--- config.mk ---
export PLATFORM = sky130hd
export DESIGN_NAME = ice51_mem_arb_flat
export DESIGN_NICKNAME = d
export VERILOG_FILES = /design/src/rtl/ice51_mem_arb_if.sv /design/src/rtl/ice51_mem_arb.sv /design/src/flat_wrapper.sv
export SDC_FILE = /design/constraint.sdc
export NUM_CORES = 1
export LEC_CHECK = 0
export ABC_AREA = 1
export CAP_MARGIN = 20
export CORE_MARGIN = 1
export CORE_UTILIZATION = 27
export DETAILED_ROUTE_END_ITERATION = 10
export GPL_TIMING_DRIVEN = 0
export MAX_ROUTING_LAYER = met4
export PLACE_DENSITY = 0.84
export SKIP_LAST_GASP = 1
export SLEW_MARGIN = 0
export SYNTH_ARGS = -nofsm -noshare
export SYNTH_HDL_FRONTEND = slang
export SYNTH_SLANG_ARGS = --single-unit
--- constraint.sdc ---
create_clock -name i_clk -period 1.85 [get_ports i_clk]
set_input_delay 0.2775 -clock i_clk [delete_from_list [all_inputs] [get_ports i_clk]]
set_output_delay 0.2775 -clock i_clk [all_outputs]
set_load 0.05 [all_outputs]
--- src/rtl/ice51_mem_arb_if.sv ---
// Bus bundle for ice51_mem_arb: two requester ports plus the single memory port.
// The slave modport is the arbiter; the master modport is the surrounding system.
interface ice51_mem_arb_if #(
  parameter int AW = 9,
  parameter int DW = 8
);
  logic          i_r0_req;
  logic          i_r0_we;
  logic          i_r0_lock;
  logic [AW-1:0] i_r0_addr;
  logic [DW-1:0] i_r0_wdata;
  logic          o_r0_gnt;
  logic          o_r0_rvalid;
  logic [DW-1:0] o_r0_rdata;

  logic          i_r1_req;
  logic          i_r1_we;
  logic          i_r1_lock;
  logic [AW-1:0] i_r1_addr;
  logic [DW-1:0] i_r1_wdata;
  logic          o_r1_gnt;
  logic          o_r1_rvalid;
  logic [DW-1:0] o_r1_rdata;

  logic          o_mem_we;
  logic          o_mem_re;
  logic [AW-1:0] o_mem_addr;
  logic [DW-1:0] o_mem_wdata;
  logic [DW-1:0] i_mem_rdata;

  logic          o_owner;
  logic          o_locked;

  modport slave (
    input  i_r0_req, i_r0_we, i_r0_lock, i_r0_addr, i_r0_wdata,
    input  i_r1_req, i_r1_we, i_r1_lock, i_r1_addr, i_r1_wdata,
    input  i_mem_rdata,
    output o_r0_gnt, o_r0_rvalid, o_r0_rdata,
    output o_r1_gnt, o_r1_rvalid, o_r1_rdata,
    output o_mem_we, o_mem_re, o_mem_addr, o_mem_wdata,
    output o_owner, o_locked
  );

  modport master (
    output i_r0_req, i_r0_we, i_r0_lock, i_r0_addr, i_r0_wdata,
    output i_r1_req, i_r1_we, i_r1_lock, i_r1_addr, i_r1_wdata,
    output i_mem_rdata,
    input  o_r0_gnt, o_r0_rvalid, o_r0_rdata,
    input  o_r1_gnt, o_r1_rvalid, o_r1_rdata,
    input  o_mem_we, o_mem_re, o_mem_addr, o_mem_wdata,
    input  o_owner, o_locked
  );
endinterface

--- src/rtl/ice51_mem_arb.sv ---
// Two-requester arbiter for one synchronous-read 512x8 memory: one access per
// cycle, round-robin or fixed priority, lockable for multi-cycle sequences.
module ice51_mem_arb #(
  parameter int AW        = 9,
  parameter int DW        = 8,
  parameter bit FIXED_PRI = 1'b0
) (
  input  logic           i_clk,
  input  logic           i_rst,
  ice51_mem_arb_if.slave bus
);

  typedef enum logic {
    UNLOCKED = 1'b0,
    LOCKED   = 1'b1
  } lock_state_e;

  lock_state_e   state_q, state_d;
  logic          owner_q, owner_d;
  logic          last_q, last_d;
  logic          rd_pend_q, rd_pend_d;
  logic          rd_tag_q, rd_tag_d;

  logic          gnt0, gnt1;
  logic          accept, gnt_idx, acc_we, acc_lock, owner_lock;
  logic [AW-1:0] mem_addr;
  logic [DW-1:0] mem_wdata;

  // NOTE: every variable written in an always_comb gets a default first, so no
  // path can leave it unassigned and infer a latch.
  always_comb begin
    gnt0 = 1'b0;
    gnt1 = 1'b0;
    if (state_q == LOCKED) begin
      if (owner_q) gnt1 = bus.i_r1_req;
      else         gnt0 = bus.i_r0_req;
    end else if (bus.i_r0_req && bus.i_r1_req) begin
      // last_q == 1 means requester 1 was served last, so requester 0 is next.
      if (FIXED_PRI || last_q) gnt0 = 1'b1;
      else                     gnt1 = 1'b1;
    end else begin
      gnt0 = bus.i_r0_req;
      gnt1 = bus.i_r1_req;
    end
  end

  assign accept     = gnt0 | gnt1;
  assign gnt_idx    = gnt1;
  assign acc_we     = gnt_idx ? bus.i_r1_we   : bus.i_r0_we;
  assign acc_lock   = gnt_idx ? bus.i_r1_lock : bus.i_r0_lock;
  assign owner_lock = owner_q ? bus.i_r1_lock : bus.i_r0_lock;

  // Idle cycles present requester 0's fields with both enables low.
  assign mem_addr  = gnt1 ? bus.i_r1_addr  : bus.i_r0_addr;
  assign mem_wdata = gnt1 ? bus.i_r1_wdata : bus.i_r0_wdata;

  assign bus.o_mem_addr  = mem_addr;
  assign bus.o_mem_wdata = mem_wdata;
  assign bus.o_mem_we    = accept &  acc_we;
  assign bus.o_mem_re    = accept & ~acc_we;

  assign bus.o_r0_gnt = gnt0;
  assign bus.o_r1_gnt = gnt1;

  always_comb begin
    state_d   = state_q;
    owner_d   = owner_q;
    last_d    = last_q;
    rd_tag_d  = rd_tag_q;
    rd_pend_d = 1'b0;

    if (accept) begin
      last_d = gnt_idx;
      if (!acc_we) begin
        rd_pend_d = 1'b1;
        rd_tag_d  = gnt_idx;
      end
    end

    case (state_q)
      UNLOCKED: begin
        if (accept && acc_lock) begin
          state_d = LOCKED;
          owner_d = gnt_idx;
        end
      end
      LOCKED: begin
        // The owner's final access (lock low) is still granted above.
        if (!owner_lock) state_d = UNLOCKED;
      end
      default: state_d = UNLOCKED;
    endcase
  end

  // NOTE: sequential state uses non-blocking assignments so every register
  // samples pre-edge values regardless of process ordering.
  always_ff @(posedge i_clk or posedge i_rst) begin
    if (i_rst) begin
      state_q   <= UNLOCKED;
      owner_q   <= 1'b0;
      last_q    <= 1'b1;
      rd_pend_q <= 1'b0;
      rd_tag_q  <= 1'b0;
    end else begin
      state_q   <= state_d;
      owner_q   <= owner_d;
      last_q    <= last_d;
      rd_pend_q <= rd_pend_d;
      rd_tag_q  <= rd_tag_d;
    end
  end

  assign bus.o_r0_rvalid = rd_pend_q & ~rd_tag_q;
  assign bus.o_r1_rvalid = rd_pend_q &  rd_tag_q;
  assign bus.o_r0_rdata  = bus.i_mem_rdata;
  assign bus.o_r1_rdata  = bus.i_mem_rdata;
  assign bus.o_locked    = (state_q == LOCKED);
  assign bus.o_owner     = owner_q;

endmodule

--- src/flat_wrapper.sv ---
// flat-port wrapper written by rule: the top's interface ports become plain ports
module ice51_mem_arb_flat 
#(
  parameter int AW        = 9,
  parameter int DW        = 8,
  parameter bit FIXED_PRI = 1'b0
)
  (i_clk, i_rst, bus_i_r0_req, bus_i_r0_we, bus_i_r0_lock, bus_i_r0_addr, bus_i_r0_wdata, bus_i_r1_req, bus_i_r1_we, bus_i_r1_lock, bus_i_r1_addr, bus_i_r1_wdata, bus_i_mem_rdata, bus_o_r0_gnt, bus_o_r0_rvalid, bus_o_r0_rdata, bus_o_r1_gnt, bus_o_r1_rvalid, bus_o_r1_rdata, bus_o_mem_we, bus_o_mem_re, bus_o_mem_addr, bus_o_mem_wdata, bus_o_owner, bus_o_locked);
  ice51_mem_arb_if #(.AW(AW), .DW(DW)) bus_i ();
  input  logic i_clk;
  input  logic i_rst;
  input wire logic [$bits(bus_i.i_r0_req)-1:0] bus_i_r0_req;
  input wire logic [$bits(bus_i.i_r0_we)-1:0] bus_i_r0_we;
  input wire logic [$bits(bus_i.i_r0_lock)-1:0] bus_i_r0_lock;
  input wire logic [$bits(bus_i.i_r0_addr)-1:0] bus_i_r0_addr;
  input wire logic [$bits(bus_i.i_r0_wdata)-1:0] bus_i_r0_wdata;
  input wire logic [$bits(bus_i.i_r1_req)-1:0] bus_i_r1_req;
  input wire logic [$bits(bus_i.i_r1_we)-1:0] bus_i_r1_we;
  input wire logic [$bits(bus_i.i_r1_lock)-1:0] bus_i_r1_lock;
  input wire logic [$bits(bus_i.i_r1_addr)-1:0] bus_i_r1_addr;
  input wire logic [$bits(bus_i.i_r1_wdata)-1:0] bus_i_r1_wdata;
  input wire logic [$bits(bus_i.i_mem_rdata)-1:0] bus_i_mem_rdata;
  output wire logic [$bits(bus_i.o_r0_gnt)-1:0] bus_o_r0_gnt;
  output wire logic [$bits(bus_i.o_r0_rvalid)-1:0] bus_o_r0_rvalid;
  output wire logic [$bits(bus_i.o_r0_rdata)-1:0] bus_o_r0_rdata;
  output wire logic [$bits(bus_i.o_r1_gnt)-1:0] bus_o_r1_gnt;
  output wire logic [$bits(bus_i.o_r1_rvalid)-1:0] bus_o_r1_rvalid;
  output wire logic [$bits(bus_i.o_r1_rdata)-1:0] bus_o_r1_rdata;
  output wire logic [$bits(bus_i.o_mem_we)-1:0] bus_o_mem_we;
  output wire logic [$bits(bus_i.o_mem_re)-1:0] bus_o_mem_re;
  output wire logic [$bits(bus_i.o_mem_addr)-1:0] bus_o_mem_addr;
  output wire logic [$bits(bus_i.o_mem_wdata)-1:0] bus_o_mem_wdata;
  output wire logic [$bits(bus_i.o_owner)-1:0] bus_o_owner;
  output wire logic [$bits(bus_i.o_locked)-1:0] bus_o_locked;
  assign bus_i.i_r0_req = bus_i_r0_req;
  assign bus_i.i_r0_we = bus_i_r0_we;
  assign bus_i.i_r0_lock = bus_i_r0_lock;
  assign bus_i.i_r0_addr = bus_i_r0_addr;
  assign bus_i.i_r0_wdata = bus_i_r0_wdata;
  assign bus_i.i_r1_req = bus_i_r1_req;
  assign bus_i.i_r1_we = bus_i_r1_we;
  assign bus_i.i_r1_lock = bus_i_r1_lock;
  assign bus_i.i_r1_addr = bus_i_r1_addr;
  assign bus_i.i_r1_wdata = bus_i_r1_wdata;
  assign bus_i.i_mem_rdata = bus_i_mem_rdata;
  assign bus_o_r0_gnt = bus_i.o_r0_gnt;
  assign bus_o_r0_rvalid = bus_i.o_r0_rvalid;
  assign bus_o_r0_rdata = bus_i.o_r0_rdata;
  assign bus_o_r1_gnt = bus_i.o_r1_gnt;
  assign bus_o_r1_rvalid = bus_i.o_r1_rvalid;
  assign bus_o_r1_rdata = bus_i.o_r1_rdata;
  assign bus_o_mem_we = bus_i.o_mem_we;
  assign bus_o_mem_re = bus_i.o_mem_re;
  assign bus_o_mem_addr = bus_i.o_mem_addr;
  assign bus_o_mem_wdata = bus_i.o_mem_wdata;
  assign bus_o_owner = bus_i.o_owner;
  assign bus_o_locked = bus_i.o_locked;
  ice51_mem_arb #(.AW(AW), .DW(DW), .FIXED_PRI(FIXED_PRI)) u_core (.i_clk(i_clk), .i_rst(i_rst), .bus(bus_i));
endmodule
Word-level counts from Yosys, hierarchy flattened:

Index checks and enable logic that the tools add are counted.

* output and inout port bits: 41
* word-level logic and storage cells: 35
* bits in writable memories: 0
* bits in registers: 5
* input bits: 50
* bits in latches: 0
* memories kept: 0
* memory bits (read-only): 0

* add/subtract/negate cells: 0
* divide/modulo/power cells: 0
* multipliers: 0
* magnitude comparators: 0
* bitwise gates (word level): 8
* mux-type cells: 18
* equal/unequal tests: 0
* reduce and logical (&&, ||, !) cells: 4
* shift operators: 0

Operator list (count)
* $mux W1: 15
* $mux W9: 1
* $mux W8: 1
* $and A1 B1 Y1: 4
* $reduce_and A2 Y1: 2
* $not A1 Y1: 3
* $logic_and A1 B1 Y1: 2
* $pmux W1 S2: 1
* $or A1 B1 Y1: 1

Depth between registers and ports, before layout:

Gate-level depths: netlist (run 1).

* depth in word-level cells: 7
* depth in mapped cells: 8
* depth with buffers taken out: 8

Least setup slack after synthesis (run 1):

Ideal clock, no wire load.

* kind: register to output
* start: register u_core.owner_q (netlist: u_core.bus.o_owner)
* end: output port bus_o_mem_we
* cell stages (with the launch flop): 6
* arrival time: 1.945 ns
* slack: -0.373 ns
* buffers on the path: 1
* required time: 1.572 ns
* cells stage by stage: dfrtp_1 -> inv_1 -> nand2_2 -> nand3_4 -> buf_6 -> a21oi_1

* cells in the longest elaborated chain, start to end: 4
* elaborated cells on any way between the ends: 7

RTL lines
* start, declared: RTL line ice51_mem_arb.sv:19 `logic owner_q, owner_d;`
* start signal, assigned: RTL line ice51_mem_arb.sv:106 `owner_q <= owner_d;`
* $mux W1: RTL line ice51_mem_arb.sv:35 `if (owner_q) gnt1 = bus.i_r1_req;`
* $mux W1: RTL line ice51_mem_arb.sv:34 `if (state_q == LOCKED) begin`
* $or A1 B1 Y1 or $mux W1 (tied branches): RTL line ice51_mem_arb.sv:47, ice51_mem_arb.sv:49
* $and A1 B1 Y1 *: RTL line ice51_mem_arb.sv:59 `assign bus.o_mem_we = accept & acc_we;`
* end, declared: RTL line flat_wrapper.sv:29 `output wire logic [$bits(bus_i.o_mem_we)-1:0] bus_o_mem_we;`

Mark *: on every way between the ends. The rest lies on a longest branch, timed or not.

Final worst setup path (run 1):

* start: register u_core.last_q
* end: output port bus_o_mem_addr[0]

* cells in the longest elaborated chain, start to end: 4

RTL lines
* start, declared: RTL line ice51_mem_arb.sv:20 `logic last_q, last_d;`
* start signal, assigned: RTL line ice51_mem_arb.sv:107 `last_q <= last_d;`
* $mux W1: RTL line ice51_mem_arb.sv:39 `if (FIXED_PRI || last_q) gnt0 = 1'b1;`
* $mux W1: RTL line ice51_mem_arb.sv:37 `end else if (bus.i_r0_req && bus.i_r1_req) begin`
* $mux W1: RTL line ice51_mem_arb.sv:34
* $mux W9: RTL line ice51_mem_arb.sv:54 `assign mem_addr = gnt1 ? bus.i_r1_addr : bus.i_r0_addr;`
* end, declared: RTL line flat_wrapper.sv:31 `output wire logic [$bits(bus_i.o_mem_addr)-1:0] bus_o_mem_addr;`

Every way passes these cells.

==> flow_summary.yaml, run 1 <==
timing:
  slew_headroom_pct: 65.3
  layout_min_cycle_time_ps: 1810
  final_slew_violations: 0
  timing.final.crit_share_pct: 98.1
  grt_setup_unrepaired: "true"
  finalHoldViolCount: 0
  tightest_slew_ps: 519
  whs_ps: 239
  timing.final.setup_violations: 0
  max_clock_freq_ghz: 0.551
  timing.clock.skew_ps: 2.40
critical_path:
  regToRegSetupSlack_ps: 510
  rr_endpoint: "u_core.bus.o_owner$_DFFE_PP0P_"
  path_cells: "nand3_4 > nand3_4 > inv_6 > buf_8 > nand2_2 > nand2_2 > buf_8"
  timing.rr.start: "u_core.last_q$_DFFE_PP1P_"
  worstPathBufferInverterCount: 3
  required_ps: 1570
  critical_path.top_delay_family: "flip-flops"
  critical-path-slowest-cell: "sky130_fd_sc_hd__dfstp_2"
  critical_path_end_type: "output port"
  worstPathMaxFanout: 10
  worst_path_arrival_ps: 1540
  setup.worst_path.start_class: "register"
  setup.worst_path.class: "register to output port"
  r2r.worst_path.cells: 8
  critical-path-max-stage-delay_ps: 560
synth:
  synth.cell_area_um2: 679
  mappedNetlistNets: 167
  synth_mux_area_share_pct: 0
  dominant_combinational_cell_family_by_area_after_synthesis: "simple AND/OR/NAND/NOR gates"
  synth-adder-area-share_pct: 0
  postSynthCellCount: 117
  ys_seq_elements: 5
  synth-simple-area-share_pct: 47.3
  yosysWarningCount: 0
  synth-compound-area-share_pct: 3.50
  synth_cell_types: 19
  seq_area_frac_synth_pct: 18.6
  synth-xor-area-share_pct: 0
  synthesis.area_per_instance_um2: 5.81
routing:
  dr_total_vias: 1004
  drt_pass1_iterations: 4
  drc: 0
  detailedRoute.firstIterationViolations: 20
  drt_wl_total_mm: 2.49
  post_drt_wl_per_cell_um: 10.5
  vias_per_cell: 4.24
  route.antenna.remaining_nets: 0
placed_design:
  io_buffer_count: 82
  post_place_cell_area_mm2: 0.00154
  final_wtd_congestion: 0.789
  dp_hpwl_mm: 2.02
power_and_ir_drop:
  worst_ir_drop_vdd_mv: 0.758
  internal-power_w: 0.000957
  p_leak_nw: 0.886
  power_per_cell_area_mw_per_mm2: 1330
  clkPwrFrac_pct: 5.7
  power_frac_seq_pct: 10.2
  switching_share_pct: 56.9
  p_comb_share_pct: 84.1
  power_switching_w: 0.00126
final_layout:
  final.fill_count: 185
  multi_input_comb_area_um2: 367
  stdcell_area_mm2: 0.00167
  ff_latch_area_um2: 129
  area_growth_pct: 146
  nets_final: 260
  antenna_cells: 0
  drive_gt1_share_pct: 31.6
clock_tree:
  clock-sinks: 5
  h-tree-depth: 1
  path_clk_slew_ps: 50
  cts-root-to-sink-buffers: 2
  cts_root_buffer: "sky130_fd_sc_hd__clkbuf_4"
  clk-insertion-delay-late_ps: 240
  tritoncts: "done"
  tritoncts.num_buffers: 3
global_route:
  grt_start_max_net_pins: 11
  grt_pass1_vias: 897
  grt.total_usage_pct: 18.0
  wire_length_of_the_first_global_routing_pass_mm: 3.66
  global_route.overflow_total: 0
  grt_antenna_before_repair: 0
floorplanning:
  die_area_mm2: 0.00272
  floorplan.io_pins: 91
  core_area_mm2: 0.00230
  floorplan.die.height_um: 52.2
  initial_core_util_pct: 29.6
  die_width_um: 52.2
  num_rows: 17
run:
  cap_viol_max_count: 0
hold_path:
  holdCritPathClass: "input port to asynchronous set/reset pin"
run_status:
  status: "finished, final reports clean"
## layout by cell type (no fill, tap or decap), drive strengths merged
cell type,Yosys,routed
nand2,65,65
clkdlybuf4s50,0,57
buf,19,45
inv,12,12
nor2,7,7
clkbuf,0,4
nand3,4,4
dfrtp,4,4
o21ai,3,3
dlymetal6s2s,0,2
dlygate4sd2,0,2
a21oi,1,1
nand4,1,1
clkdlybuf4s15,0,1
dfstp,1,1
## registers in the layout, indices dropped and copies added (netlist names)
signal,count
u_core.bus.o_locked,1
u_core.last_q,1
u_core.bus.o_owner,1
u_core.rd_tag_q,1
u_core.rd_pend_q,1
## how the worst max path moves through the flow
| stage | startpoint | end | slack, ps | cells after the start |
|---|---|---|---|---|
| 2_1_floorplan | u_core.bus.o_owner$_DFFE_PP0P_ | bus_o_mem_addr[0] | 40 | 7 |
| 4_1_cts | bus_i_r0_req | bus_o_mem_re | -40 | 8 |
| 3_5_place_dp | bus_i_r0_req | bus_o_mem_re | -630 | 8 |
| 5_1_grt | u_core.last_q$_DFFE_PP1P_ | bus_o_mem_re | -40 | 7 |
| 3_3_place_gp | bus_i_r0_req | bus_o_mem_re | -590 | 8 |
| 6_report | u_core.last_q$_DFFE_PP1P_ | bus_o_mem_addr[0] | 40 | 7 |
## Yosys cell counts
library cell              count  share of area [%]
sky130_fd_sc_hd__inv_1       10                5.5
sky130_fd_sc_hd__buf_4       16                 18
sky130_fd_sc_hd__buf_8        1                2.2
sky130_fd_sc_hd__nor2_1       5                2.8
sky130_fd_sc_hd__a21oi_1      1               0.74
sky130_fd_sc_hd__nand3_2      1                1.5
sky130_fd_sc_hd__nor2_2       2                1.8
sky130_fd_sc_hd__dfstp_2      1                3.9
sky130_fd_sc_hd__nand4_1      1               0.92
sky130_fd_sc_hd__nand2_1     64                 35
sky130_fd_sc_hd__buf_6        2                3.3
sky130_fd_sc_hd__o21ai_0      2                1.5
sky130_fd_sc_hd__o21ai_2      1                1.3
sky130_fd_sc_hd__nand2_2      1               0.92
sky130_fd_sc_hd__inv_6        1                1.3
sky130_fd_sc_hd__dfrtp_1      4                 15
sky130_fd_sc_hd__nand3_1      2                1.5
sky130_fd_sc_hd__inv_2        1               0.55
sky130_fd_sc_hd__nand3_4      1                2.6
## stage by stage
stage / TNS (ps) / cells / utilization [%] / power [W] / worst slack (ps)
2_1_floorplan: 0 / 117 / - / 0.00136 / 40.8
3_3_place_gp: -11510 / 227 / 67.1 / 0.00189 / -594
3_5_place_dp: -12170 / 227 / 67.1 / 0.00192 / -631
4_1_cts: -35.7 / 234 / 67.6 / 0.00206 / -35.7
5_1_grt: -378 / 237 / 72.8 / 0.00235 / -37.6
6_report: 0 / 237 / 72.8 / 0.00222 / 35.5
## cell families after synthesis
kind of cell	after synthesis
simple gates	77
buf+inv	31
flops	5
compound gates	4
## repair_timing
item | 4_1_cts | 5_1_grt
pin swaps | 1 | 3
hold endpoints to repair | 0 | 0
buffers inserted | 3 | 3
hold buffers | 0 | 0
setup endpoints to repair | 22 | 20
resized for setup | 125 | 28
## final cells by class
class                      instances  area share, %
multi-input combinational         81           21.9
buffer                            19           9.87
inverter                          12           2.99
timing repair buffer              88           53.9
clock buffer                       4           1.57
tap                               28           2.09
sequential                         5           7.70
## metal layers
layer,vias up,track usage (%),wire length (µm)
li1,515,-,-
met1,439,18.5,935
met2,50,35.9,1360
met3,0,2.05,190
met4,0,3.95,0
met5,-,-,0
## power by group through the flow
stage          clock network [W]  registers [W]  logic (W)
3_5_place_dp                   0       0.000223    0.00170
2_1_floorplan                  0       0.000287    0.00108
5_1_grt                 0.000143       0.000235    0.00197
4_1_cts                 0.000131       0.000223    0.00170
6_report                0.000127       0.000227    0.00187
3_3_place_gp                   0       0.000219    0.00167
Power figures use the tool's default switching activity.
==> inputs of run 2 (changes only) <==
CTS_CLUSTER_SIZE = 20   (was default)
==> results of run 2 <==
Same layout as run 1: the final DEF is identical, and so are final timing and power.
